File: src/rtl/bias_bank_ctrl.sv
// bias_bank_ctrl: double-buffered per-channel bias bank.
// A new layer's biases stream into a shadow bank while the active bank keeps
// driving the bias-add datapath. A swap handshake copies shadow -> active.
//
// Ports:
//   clk_i, rst_ni          clock, synchronous active-low reset
//   load_start_i/count_i   start a shadow load of count words (clamped to K)
//   bias_valid_i/data_i    bias stream in; bias_ready_o is the stream ready
//   load_done_o            pulse in the first cycle after the last word
//   load_err_o             pulse after a start with count 0 or count > K
//   busy_o                 high while a load is in progress or awaiting swap
//   swap_req_i/swap_ack_o  level request / one-cycle ack of shadow -> active
//   active_valid_o         set by the first completed swap
//   bias_o                 registered active bank, [K-1:0][WIDTH-1:0]

// One channel's shadow/active register pair.
module bias_lane #(
  parameter int WIDTH = 32
) (
  input  logic             clk_i,
  input  logic             rst_ni,
  input  logic             clr,
  input  logic             wr,
  input  logic [WIDTH-1:0] wdata,
  input  logic             swap,
  output logic [WIDTH-1:0] active
);
  logic [WIDTH-1:0] shadow;

  always_ff @(posedge clk_i) begin
    if (!rst_ni) begin
      shadow <= '0;
      active <= '0;
    end else begin
      // clr (load start) and wr (load word) are never high together.
      if (clr)     shadow <= '0;
      else if (wr) shadow <= wdata;
      // Shadow is sampled before any write of this edge; swap and clr/wr
      // happen in different states, so they never collide.
      if (swap)    active <= shadow;
    end
  end
endmodule

module bias_bank_ctrl #(
  parameter int K_CHANNELS = 4,
  parameter int WIDTH      = 32,
  parameter int CNT_W      = $clog2(K_CHANNELS + 1)
) (
  input  logic                                 clk_i,
  input  logic                                 rst_ni,
  input  logic                                 load_start_i,
  input  logic [CNT_W-1:0]                     load_count_i,
  input  logic                                 bias_valid_i,
  input  logic [WIDTH-1:0]                     bias_data_i,
  output logic                                 bias_ready_o,
  output logic                                 load_done_o,
  output logic                                 load_err_o,
  output logic                                 busy_o,
  input  logic                                 swap_req_i,
  output logic                                 swap_ack_o,
  output logic                                 active_valid_o,
  output logic [K_CHANNELS-1:0][WIDTH-1:0]     bias_o
);
  typedef enum logic [1:0] {IDLE, LOAD, LOADED} state_t;

  localparam logic [CNT_W-1:0] K_CNT = CNT_W'(K_CHANNELS);

  state_t           state_q, state_d;
  logic [CNT_W-1:0] cnt_q, ptr_q;
  logic             done_q, err_q, ack_q, aval_q;

  logic             start_ok, err_d, done_d, accept, swap_go;
  logic [CNT_W-1:0] cnt_clamp;

  // Oversized counts still load, just clamped to the bank size.
  assign cnt_clamp = (load_count_i > K_CNT) ? K_CNT : load_count_i;

  always_ff @(posedge clk_i) begin
    if (!rst_ni) state_q <= IDLE;
    else         state_q <= state_d;
  end

  always_comb begin
    state_d  = state_q;
    start_ok = 1'b0;
    err_d    = 1'b0;
    done_d   = 1'b0;
    accept   = 1'b0;
    swap_go  = 1'b0;
    case (state_q)
      IDLE: begin
        if (load_start_i) begin
          if (load_count_i == '0) begin
            err_d = 1'b1;
          end else begin
            start_ok = 1'b1;
            err_d    = (load_count_i > K_CNT);
            state_d  = LOAD;
          end
        end
      end
      LOAD: begin
        if (bias_valid_i) begin
          accept = 1'b1;
          // ptr + 1 == cnt avoids the underflow of cnt - 1.
          if ((ptr_q + CNT_W'(1)) == cnt_q) begin
            done_d  = 1'b1;
            state_d = LOADED;
          end
        end
      end
      LOADED: begin
        // Swap has priority; a coincident load_start_i is simply dropped.
        if (swap_req_i) begin
          swap_go = 1'b1;
          state_d = IDLE;
        end
      end
      default: state_d = IDLE;
    endcase
  end

  always_ff @(posedge clk_i) begin
    if (!rst_ni) begin
      cnt_q  <= '0;
      ptr_q  <= '0;
      done_q <= 1'b0;
      err_q  <= 1'b0;
      ack_q  <= 1'b0;
      aval_q <= 1'b0;
    end else begin
      done_q <= done_d;
      err_q  <= err_d;
      ack_q  <= swap_go;
      if (swap_go) aval_q <= 1'b1;
      if (start_ok) begin
        cnt_q <= cnt_clamp;
        ptr_q <= '0;
      end else if (accept) begin
        ptr_q <= ptr_q + CNT_W'(1);
      end
    end
  end

  for (genvar i = 0; i < K_CHANNELS; i++) begin : g_lane
    bias_lane #(.WIDTH(WIDTH)) u_lane (
      .clk_i  (clk_i),
      .rst_ni (rst_ni),
      .clr    (start_ok),
      .wr     (accept && (ptr_q == CNT_W'(i))),
      .wdata  (bias_data_i),
      .swap   (swap_go),
      .active (bias_o[i])
    );
  end

  // Outputs depend on registered state only.
  assign bias_ready_o   = (state_q == LOAD);
  assign busy_o         = (state_q != IDLE);
  assign load_done_o    = done_q;
  assign load_err_o     = err_q;
  assign swap_ack_o     = ack_q;
  assign active_valid_o = aval_q;
endmodule

File: config.mk
export PLATFORM = sky130hd
export DESIGN_NAME = bias_bank_ctrl
export DESIGN_NICKNAME = d
export VERILOG_FILES = /design/src/rtl/bias_bank_ctrl.sv
export SDC_FILE = /design/constraint.sdc
export NUM_CORES = 1
export LEC_CHECK = 0
export CAP_MARGIN = 10
export CORE_UTILIZATION = 40
export CTS_CLUSTER_SIZE = 28
export DETAILED_ROUTE_END_ITERATION = 16
export PLACE_DENSITY = 0.59
export SKIP_LAST_GASP = 1
export SYNTH_ARGS = -nofsm -noshare
export SYNTH_HDL_FRONTEND = slang
export SYNTH_SLANG_ARGS = --single-unit
File: constraint.sdc
create_clock -name clk_i -period 1.7 [get_ports clk_i]
set_input_delay 0.255 -clock clk_i [delete_from_list [all_inputs] [get_ports clk_i]]
set_output_delay 0.255 -clock clk_i [all_outputs]
set_load 0.01 [all_outputs]
# Yosys cells after proc, flatten, opt, wreduce, memory -nomap -nowiden

Cells that the tools add are included.

Register bits after elaboration: 268
Input bits: 40
Output and inout bits: 134
Logic and storage cells: 57

Add/subtract/negate cells: 1
$lt $le $gt $ge: 1
Equality and inequality tests: 11
Mux-type cells: 16
Bitwise operators: 1
Reductions and logical operators: 12

Operators with widths:

| cell                                                   | number |
|---|---|
| two-way mux 2 bit                                      | 5 |
| two-way mux 1 bit                                      | 9 |
| inequality test 2 bit (second input constant)          | 4 |
| == test 3 x 2 -> 1 bit (second input constant)         | 2 |
| logical NOT 3 bit                                      | 2 |
| one-hot mux 2 bit (3 select lines)                     | 1 |
| AND reduction 3 bit                                    | 2 |
| AND reduction 5 bit                                    | 1 |
| logical AND 1 bit                                      | 4 |
| adder 3 x 1 -> 3 bit (second input constant)           | 1 |
| == test 3 x 1 -> 1 bit (second input constant)         | 1 |
| == test 3 bit                                          | 1 |
| greater-than comparator 3 bit (second input constant)  | 1 |
| two-way mux 3 bit                                      | 1 |
| == test 2 x 1 -> 1 bit (second input constant)         | 1 |
| == test 2 bit (second input constant)                  | 1 |
| logical NOT 2 bit                                      | 1 |
| inequality test 2 x 1 -> 1 bit (second input constant) | 1 |
| nonzero test 2 bit                                     | 1 |
| OR reduction 2 bit                                     | 1 |
| inverter 1 bit                                         | 1 |

# Depth between registers and ports, before layout

Depth after elaboration: 5
Mapped depth: 7

# Cells and area by module

A second synthesis with hierarchy kept.

Cells, all modules: 899
Area total of the unflattened synthesis: 10218.6 µm²

By module, submodules not included:

| module         | instances | cells each | area an instance (µm²) | seq. area each (µm²) |
|---|---|---|---|---|
| bias_lane      | 4         | 207        | 2398.6                 | 1281.2 |
| bias_bank_ctrl | 1         | 71         | 624.3                  | 240.2 |

# Worst setup path after synthesis

OpenSTA, ideal clock, no wires.

Path type: register to register
From: reg ptr_q[0]
To: reg state_q[1]
Arrival time: 1343 ps
Data required time: 1585 ps
Slack: 242 ps
Cell stages (with the launch flop): 6
Buffers on the path: 0
Period minus slack after synthesis: 1458 ps
Path through: dfxtp_1 > ha_1 > ha_1 > xor2_1 > and4_1 > o21a_1

Word-level cells in the longest chain between the ends: 4

Ends and longest elaborated chain:

| element                                         | line | source |
|---|---|---|
| from (decl)                                     | 70   | `logic [CNT_W-1:0] cnt_q, ptr_q;` |
| from (signal assigned)                          | 141  | `ptr_q <= ptr_q + CNT_W'(1);` |
| adder 3 x 1 -> 3 bit                            | 107  | `if ((ptr_q + CNT_W'(1)) == cnt_q) begin` |
| == test 3 bit                                   | 107  |  |
| inequality test 2 x 1 -> 1 bit (no source line) | -    |  |
| AND reduction 5 bit (no source line)            | -    |  |
| to (signal assigned)                            | 81   | `else state_q <= state_d;` |
| to (decl)                                       | 69   | `state_t state_q, state_d;` |

Every way passes these cells.
A chain may end at the register's enable or synchronous reset.

# Worst setup path after layout

From: reg state_q[1]
To: out bias_ready_o

Word-level cells in the longest chain between the ends: 1

Ends and longest elaborated chain:

| element                | line | source |
|---|---|---|
| == test 2 x 1 -> 1 bit | 159  | `assign bias_ready_o = (state_q == LOAD);` |
| to (decl)              | 56   | `output logic bias_ready_o,` |

Every way passes these cells.

==> metrics.txt <==
outcome=complete, but fails checks; failing checks=negative setup slack; Fin Clk Skew=~0.0087 ns; CP peak stage delay=0.35 ns; area leader, netlist=dfxtp_1; vias in the first global route=~8300; Post-Layout Cell Count=between 1500 and 2000; Vias=slightly below 9000; Fillers=around 2400; Finished Core Util=54.0%; HP Start=rst_ni; CP endpoint kind=primary output; Starting DRT DRC Count=roughly 750; Layout Nets=approximately 1400; DIE HEIGHT=~160 um; Synth async-reset ratio=0%; # rows=57; design area=13300 um2; Reg clk slew, reported paths=~0.06 ns; hold_buf cts=0; #FFs+latches synth=268; GRT Total Usage=between 20% and 30%; Min Clock Period, post-route=~1.7 ns; Layout area overhead=31.0%; largest net degree at the start of global routing=88; slowest CP cell=dfxtp_4; crit path max fanout=10; met2 Use GR=between 30% and 40%; wire length per cell=around 18 um; yosys warns=0; Syn Nets=about 1200; share of layout cells above drive strength 1=under 10%; placed instance count=1640; met3 Usage GRT=just under 5%; CTS tree=done; gr ovfl total=0; crit start category=register; post-route ant nets=0; met1 global-route usage=a little over 30%; first-pass GRT wire length=roughly 46000 um; crit path kind=register to primary output; Area after DPL=12300 um2; main flop type after synthesis=dfxtp_1; initial antenna violation count=0; antenna cells=0; Slew Viols, Final=0; worst skew pair latency=0.54 ns; IO Port Bufs=between 150 and 200; Fin. Hold Viols=0; Initial Util=roughly two fifths; endpoints failing setup=1; LEAKAGE=~0.0052 uW; max_cap viols=0; Worst Setup Slack, final=-0.0355 ns; Hold EP=state_q[0]; Root Driver=clkbuf_16; H-tree Lvls=1; max_slew headroom=between 60 and 70%; gr busiest metal=met2; Power Dens Cells=between 900 and 1000 nW/um2; worst min path class=input port to register; core area=roughly 25000 um2; drt drc=0; VDD IR-drop max=around 0.00055 V; die area=26000 um2; sequential fraction of the synthesis area=52.9%; vias per cell=5.16; DRT Pass-1 Iters=5; reg-to-reg critical path startpoint=ptr_q[0]; Worst Path Required=roughly 1.4 ns; worst-margin pin slew=0.499 ns; synth unique cells=39; fmax=576 MHz; Bufs on Longest Clock Path=3; most area-consuming cells after synthesis=dfxtp_1, nand2_1, a21boi_1; Mapped Cells=1200; FF-to-FF End=state_q[1]; WHS Path Cells=2; reg2reg setup slack=about 0.17 ns; syn_area_per_cell=8.44 um2; CTS Buf Count=28; Setup TNS=-0.0355 ns; die extent in x=roughly 160 um; RSZ-0062 raised after global routing=true; hpwl dp=~19000 um; Synth top area share=52.9%; reg2reg path depth=5; Tcrit/Tclk final=102%; Worst EP arrival=roughly 1.5 ns; Routed WL=a little under 30000 um; Post-synth EDFFs=0; worst path cell trace=buf_4 > nor2b_2 > dlygate4sd2_1; Syn Std Cell Area=10100 um2; IO Count=between 150 and 200; Clock Sink Count=268; global placer's final weighted congestion=0.770
==> metal layers <==
layer	part of all wire [%]	vias to the layer above
met5	0	-
met4	2.4	0
met3	8.3	45
met2	45	307
met1	44	4053
li1	-	4310
==> worst max path at each step <==
stage | startpoint | end | slack, ns | depth (start not counted)
2_1_floorplan | ptr_q[0] | state_q[1] | 0.24 | 5
3_3_place_gp | load_count_i[1] | g_lane[0].u_lane.shadow[19] | -0.23 | 8
3_5_place_dp | load_count_i[1] | g_lane[1].u_lane.shadow[11] | -0.27 | 8
4_1_cts | state_q[1] | busy_o | -0.17 | 3
5_1_grt | state_q[1] | bias_ready_o | -0.07 | 3
6_report | state_q[1] | bias_ready_o | -0.04 | 3
==> critical path, delay by kind of cell, from the launching register on <==
| kind | cells | cell delay (ns) |
|---|---|---|
| DFF | 1 | 0.35 |
| buffers and inverters | 2 | 0.45 |
| and+or+nand+nor | 1 | 0.15 |
==> final cells by class <==
cell class	instances	area, um2	area share, %
clock buffers	45	816	6.14
repair buffers	228	2450	18.5
clock inverters	3	18.8	0.141
flip-flops and latches	268	5370	40.4
well taps	324	405	3.05
inverters	9	33.8	0.254
multi-input cells	813	4180	31.5
==> synth_stat cells, types with 3 or more instances <==
cell,number
a22o_1,3
dfxtp_1,268
buf_2,37
ha_1,7
nand3_1,96
o21ai_0,89
buf_6,5
a21boi_0,8
a21oi_1,128
inv_1,9
buf_4,21
nor2_1,6
nand2_1,320
clkbuf_1,47
a21boi_1,120
o21ai_1,7
==> placed cells by master (no fill, tap or decap), types with 8 or more instances in the layout <==
master           Yosys  layout
nand2_1            320     320
dfxtp_1            268     266
a21oi_1            128     128
a21boi_1           120     120
clkdlybuf4s50_1      0     106
nand3_1             96      96
o21ai_0             89      89
dlymetal6s2s_1       0      42
buf_4               21      37
clkbuf_16            0      29
dlygate4sd2_1        0      24
buf_12               0      19
clkbuf_1            47      13
inv_1                9       9
a21boi_0             8       8
==> sequential cells by signal, indices dropped and copies added (netlist names) <==
name                  cells
cnt_q                     3
state_q                   2
load_done_o               1
active_valid_o            1
g_lane.u_lane.shadow    128
ptr_q                     3
g_lane.u_lane.active    128
load_err_o                1
swap_ack_o                1
==> timing repair <==
item / CTS / global route
setup buffers: 0 / 2
endpoints found under the setup margin: 25 / 42
resized for setup: 28 / 42
==> stage by stage <==
stage / worst slack, ns / hold slack [ns] / total power, uW
floorplan: 0.242 / 0.380 / 6940
global placement: -0.235 / 0.437 / 7390
detailed placement: -0.271 / 0.441 / 7390
CTS: -0.174 / 0.0623 / 13000
global route: -0.0688 / 0.0739 / 13300
finish: -0.0355 / 0.0654 / 12900
==> logic make-up after synthesis <==
| group | share of synthesized area (%) |
|---|---|
| xor gates and xnor gates | 0.346 |
| and+or+nand+nor | 18.3 |
| muxes | 0.0988 |
| DFF | 52.9 |
| buffers and inverters | 6.01 |
| AOI/OAI and AO/OA | 21.4 |
| adders and majority gates | 0.864 |
==> where the power goes <==
part | switching (uW) | internal (uW) | total [uW]
clock | 2400 | 3260 | 5660
combinational | 549 | 351 | 900
sequential | 34.1 | 6320 | 6360
No activity file was read; power rests on OpenSTA's default activity.
==> variant 1 (config.mk and constraints unchanged) <==
The 3 states of `state_t` get a one-hot encoding in 3 bits.
--- a/src/rtl/bias_bank_ctrl.sv
+++ b/src/rtl/bias_bank_ctrl.sv
@@ -62,7 +62,7 @@
   output logic                                 active_valid_o,
   output logic [K_CHANNELS-1:0][WIDTH-1:0]     bias_o
 );
-  typedef enum logic [1:0] {IDLE, LOAD, LOADED} state_t;
+  typedef enum logic [2:0] {IDLE = 3'b001, LOAD = 3'b010, LOADED = 3'b100} state_t;
 
   localparam logic [CNT_W-1:0] K_CNT = CNT_W'(K_CHANNELS);
 
Function: no difference found for any inputs over 4 cycles, from zero or initial values and one cycle with rst_ni low; so few cycles prove little.
==> variant 1 against the unedited design <==
  * Clock power is 10% higher
  * Sequential share of layout area is 0.12 points higher
  * First-iteration DRC count decreased by 25%
  * Total power rose by 3.5%
  * Wire length shrank 2.2%
  * Worst setup slack improved by 0.066 ns
  * Design area grew 0.13%
  * Worst hold slack better by 0.060 ns
  * Sequential cell count is 1 higher
  * Area after synthesis decreased by 1.1%
  * Die area is 1.1% lower
  * Critical path type unchanged
  * Largest cell class unchanged
==> variant 1: results (changes against the unedited design) <==
| Metric | Value |
|---|---|
| Outcome | `finished, final reports clean` |
| R2R Setup Slk | `0.11 ns (-0.06 ns)` |
| Switching share of power | `22.3% (-0.80 points)` |
| Final instance area | `13300 sq um (+0.13%)` |
| Seq area share | `40.6% (+0.12 points)` |
| Setup Fix Bufs, Post-CTS | `3 (+3)` |
| CP Max Fanout | `2 (-8)` |
| P_int | `10400 uW (+4.6%)` |
| WHS | `0.125 ns (+0.0600 ns)` |
| FF-to-FF path depth | `6 (+1)` |
| Post-place setup slack | `-0.237 ns (+0.0341 ns)` |
| Met2 Usage GRT | `32.1% (-3.2 points)` |
| Met1 WL | `14.4 mm (+9.6%)` |
| Clock share of power | `46.6% (+2.8 points)` |
| Register bit count reported by yosys | `269 (+0.37%)` |
| Hold Path End | `load_done_o` |
| Inserted Clock Buffers | `29 (+3.6%)` |
| Post-cts resize count | `57 (+100%)` |
| Drt first-iter violations | `558 (-25%)` |
| Placed Instances | `1646 (+0.37%)` |
| DRT Wirelength | `29.1 mm (-2.2%)` |
| GRT busiest layer | `met1` |
| Vias in the first global route | `7659 (-7.2%)` |
| Post-detail-place hpwl | `18.8 mm (-2.6%)` |
| Seq pwr | `6370 uW (about the same)` |
| Placed inst area | `12300 sq um (-0.71%)` |
| First-pass GRT wire length | `44.6 mm (-2.5%)` |
| Largest net degree at the start of global routing | `59 (-33%)` |
| Post-layout nets | `1403 (+0.57%)` |
| Met2 WL post-DR | `12.2 mm (-8.7%)` |
| Worst vdd ir | `0.000533 V (-2.2%)` |
| M3 GR Usage | `3.64% (-1.2 points)` |
| Via count | `8369 (-4.0%)` |
| Util after Layout | `54.4% (+0.39 points)` |
| Synth cell types | `36 (-7.7%)` |
| Drt wl/cell | `17.1 um (-2.8%)` |
| GPL Wtd Cong | `0.803 (+4.4%)` |
| Signal buffers | `221 (-3.1%)` |
| Drt pass-1 iters | `4 (-1)` |
| Met1 Usage GRT | `33.6% (+2.9 points)` |
| Net Count, Synth | `1237 (-0.80%)` |
| Non-clk buf share | `17.8% (-0.68 points)` |
| Worst path max stage delay | `0.54 ns (+0.19 ns)` |
| ClkCell Share | `7.10% (+0.82 points)` |
| Gr usage total | `22.3% (-0.13 points)` |
==> variant 1: cell types whose count changed after synthesis, sizes merged, moves of 5 or more <==
cell    before  now
nand2      320  521
o21ai       96    1
nand3       96    6
clkbuf      47   34
buf         63   52
and3         0    5
==> variant 1: worst max-delay path by stage <==
stage	slack, ns	startpoint	to	depth (start not counted)
finish	0.03	g_lane[3].u_lane.active[4]	bias_o[100]	1
global placement	-0.19	load_count_i[2]	g_lane[2].u_lane.shadow[15]	8
detailed placement	-0.24	load_count_i[1]	g_lane[1].u_lane.shadow[7]	8
floorplan	0.23	ptr_q[0]	state_q[2]	6
CTS	-0.01	state_q[1]	bias_ready_o	2
global route	-0.04	ptr_q[1]	state_q[2]	6
==> variant 1: cells by family after synthesis <==
kind of cell    synth area share, %
compound gates                 17.8
xor+xnor                      0.350
fa+ha+maj                     0.874
buf+inv                        5.03
flops                          53.8
simple gates                   22.2
==> variant 2 (same settings) <==
Made on the original files. `WIDTH` is set to 32 in 2 places; all go to 40.
--- a/src/rtl/bias_bank_ctrl.sv
+++ b/src/rtl/bias_bank_ctrl.sv
@@ -15,7 +15,7 @@
 
 // One channel's shadow/active register pair.
 module bias_lane #(
-  parameter int WIDTH = 32
+  parameter int WIDTH = 40
 ) (
   input  logic             clk_i,
   input  logic             rst_ni,
@@ -44,7 +44,7 @@
 
 module bias_bank_ctrl #(
   parameter int K_CHANNELS = 4,
-  parameter int WIDTH      = 32,
+  parameter int WIDTH      = 40,
   parameter int CNT_W      = $clog2(K_CHANNELS + 1)
 ) (
   input  logic                                 clk_i,
Ports: changed (resized bias_data_i and bias_o); port bits go from 174 to 214. No check against the original RTL was run, so the function may have changed too.
==> variant 2 against the unedited design <==
  * Worst setup slack improved by 0.082 ns
  * Synthesized cell count grew 24%
  * Area after synthesis rose by 22%
  * Design area rose by 24%
  * Cell count rose by 24%
  * Wire length increased by 22%
  * Sequential cell count increased by 64
  * Total power is 30% higher
  * Critical endpoint is now bias_o[22]
==> variant 2: results (changes against the unedited design) <==
| Metric | Value |
|---|---|
| Max_slew headroom | `61.2% (-5.4 points)` |
| Crit path to | `bias_o[22]` |
| Final instance area | `16500 sq um (+24%)` |
| Net Count, Synth | `1537 (+23%)` |
| Crit-path slowest cell | `clkdlybuf4s50_1` |
| R2R Setup Slk | `0.11 ns (-0.06 ns)` |
| Synth cell types | `38 (-2.6%)` |
| Setup crit start | `g_lane[0].u_lane.active[22]` |
| Drt wl/cell | `17.5 um (-0.85%)` |
| Worst path max stage delay | `0.55 ns (+0.20 ns)` |
| Leakage Power | `0.00596 uW (+14%)` |
| Drt pass-1 iters | `6 (+1)` |
| First-pass GRT wire length | `56.5 mm (+23%)` |
| Setup TNS | `0 ns (+0.0355 ns)` |
| GPL Wtd Cong | `0.806 (+4.7%)` |
| Post-detail-place hpwl | `24.5 mm (+27%)` |
| Largest cells by area after synthesis | `dfxtp_1 54%, nand2_1 12%, a21boi_1 9.7%` |
| Largest net degree at the start of global routing | `70 (-20%)` |
| Layout cells sized above 1 | `8.33% (+0.94 points)` |
| Post-cts resize count | `24 (-14%)` |
| CP Max Fanout | `2 (-8)` |
| Post-place setup slack | `-0.268 ns (+0.00269 ns)` |
| Vias in the first global route | `10100 (+23%)` |
| Gr usage total | `22.9% (+0.46 points)` |
| Clock Skew | `0.0137 ns (+0.00499 ns)` |
| Commonest cells in the netlist | `400 x nand2_1, 332 x dfxtp_1, 160 x a21boi_1, 160 x a21oi_1, 120 x nand3_1` |
| Via count | `10800 (+24%)` |
| Worst vdd ir | `0.000547 V (+0.30%)` |
| Outcome | `finished, final reports clean` |
| Tmin final | `1.65 ns (-0.0815 ns)` |
| Seq/Total Area, Yosys | `53.7% (+0.78 points)` |
| Compound-Gate Fraction of Synth Area | `21.6% (+0.22 points)` |
| Placed inst area | `15300 sq um (+24%)` |
| Post-synthesis mux area share | `0.0809% (-0.018 points)` |
| CP Data Arrival Time | `1.40 ns (-0.08 ns)` |
| # port buffers | `213 (+23%)` |
| Syn avg cell area | `8.35 sq um (-1.2%)` |
| Drt first-iter violations | `688 (-7.8%)` |
| Post-layout nets | `1718 (+23%)` |
| WHS | `0.0590 ns (-0.00642 ns)` |
-- variant 2: routing by layer --
| metal | vias to the layer above | wire (um) | track usage (%) |
|---|---|---|---|
| met1 | 5104 | 16100 | 30.3 |
| met4 | 0 | 833 | 6.62 |
| met3 | 51 | 2360 | 4.71 |
| met2 | 304 | 17100 | 37.4 |
| li1 | 5333 | - | - |
| met5 | - | 0 | 0 |
-- variant 2: final cells by class --
cell class / instances / share of cell area [%]
clock inverters: 19 / 0.886
well taps: 396 / 3.00
repair buffers: 278 / 18.1
inverters: 9 / 0.204
flip-flops and latches: 332 / 40.2
clock buffers: 49 / 6.56
multi-input cells: 1005 / 31.0
-- variant 2: worst register-to-register path: stages, from the launching register on --
cell and delay (ns):
dfxtp_1 0.35, ha_1 0.21, ha_1 0.34, xor2_1 0.20, nand4_1 0.14, a31o_1 0.25
-- variant 2: power breakdown --
part           switching (uW)  internal [uW]  total, uW
clock network            3230           4670       7900
registers                32.1           7830       7860
logic                     654            402       1060
total                    3910          12900      16800
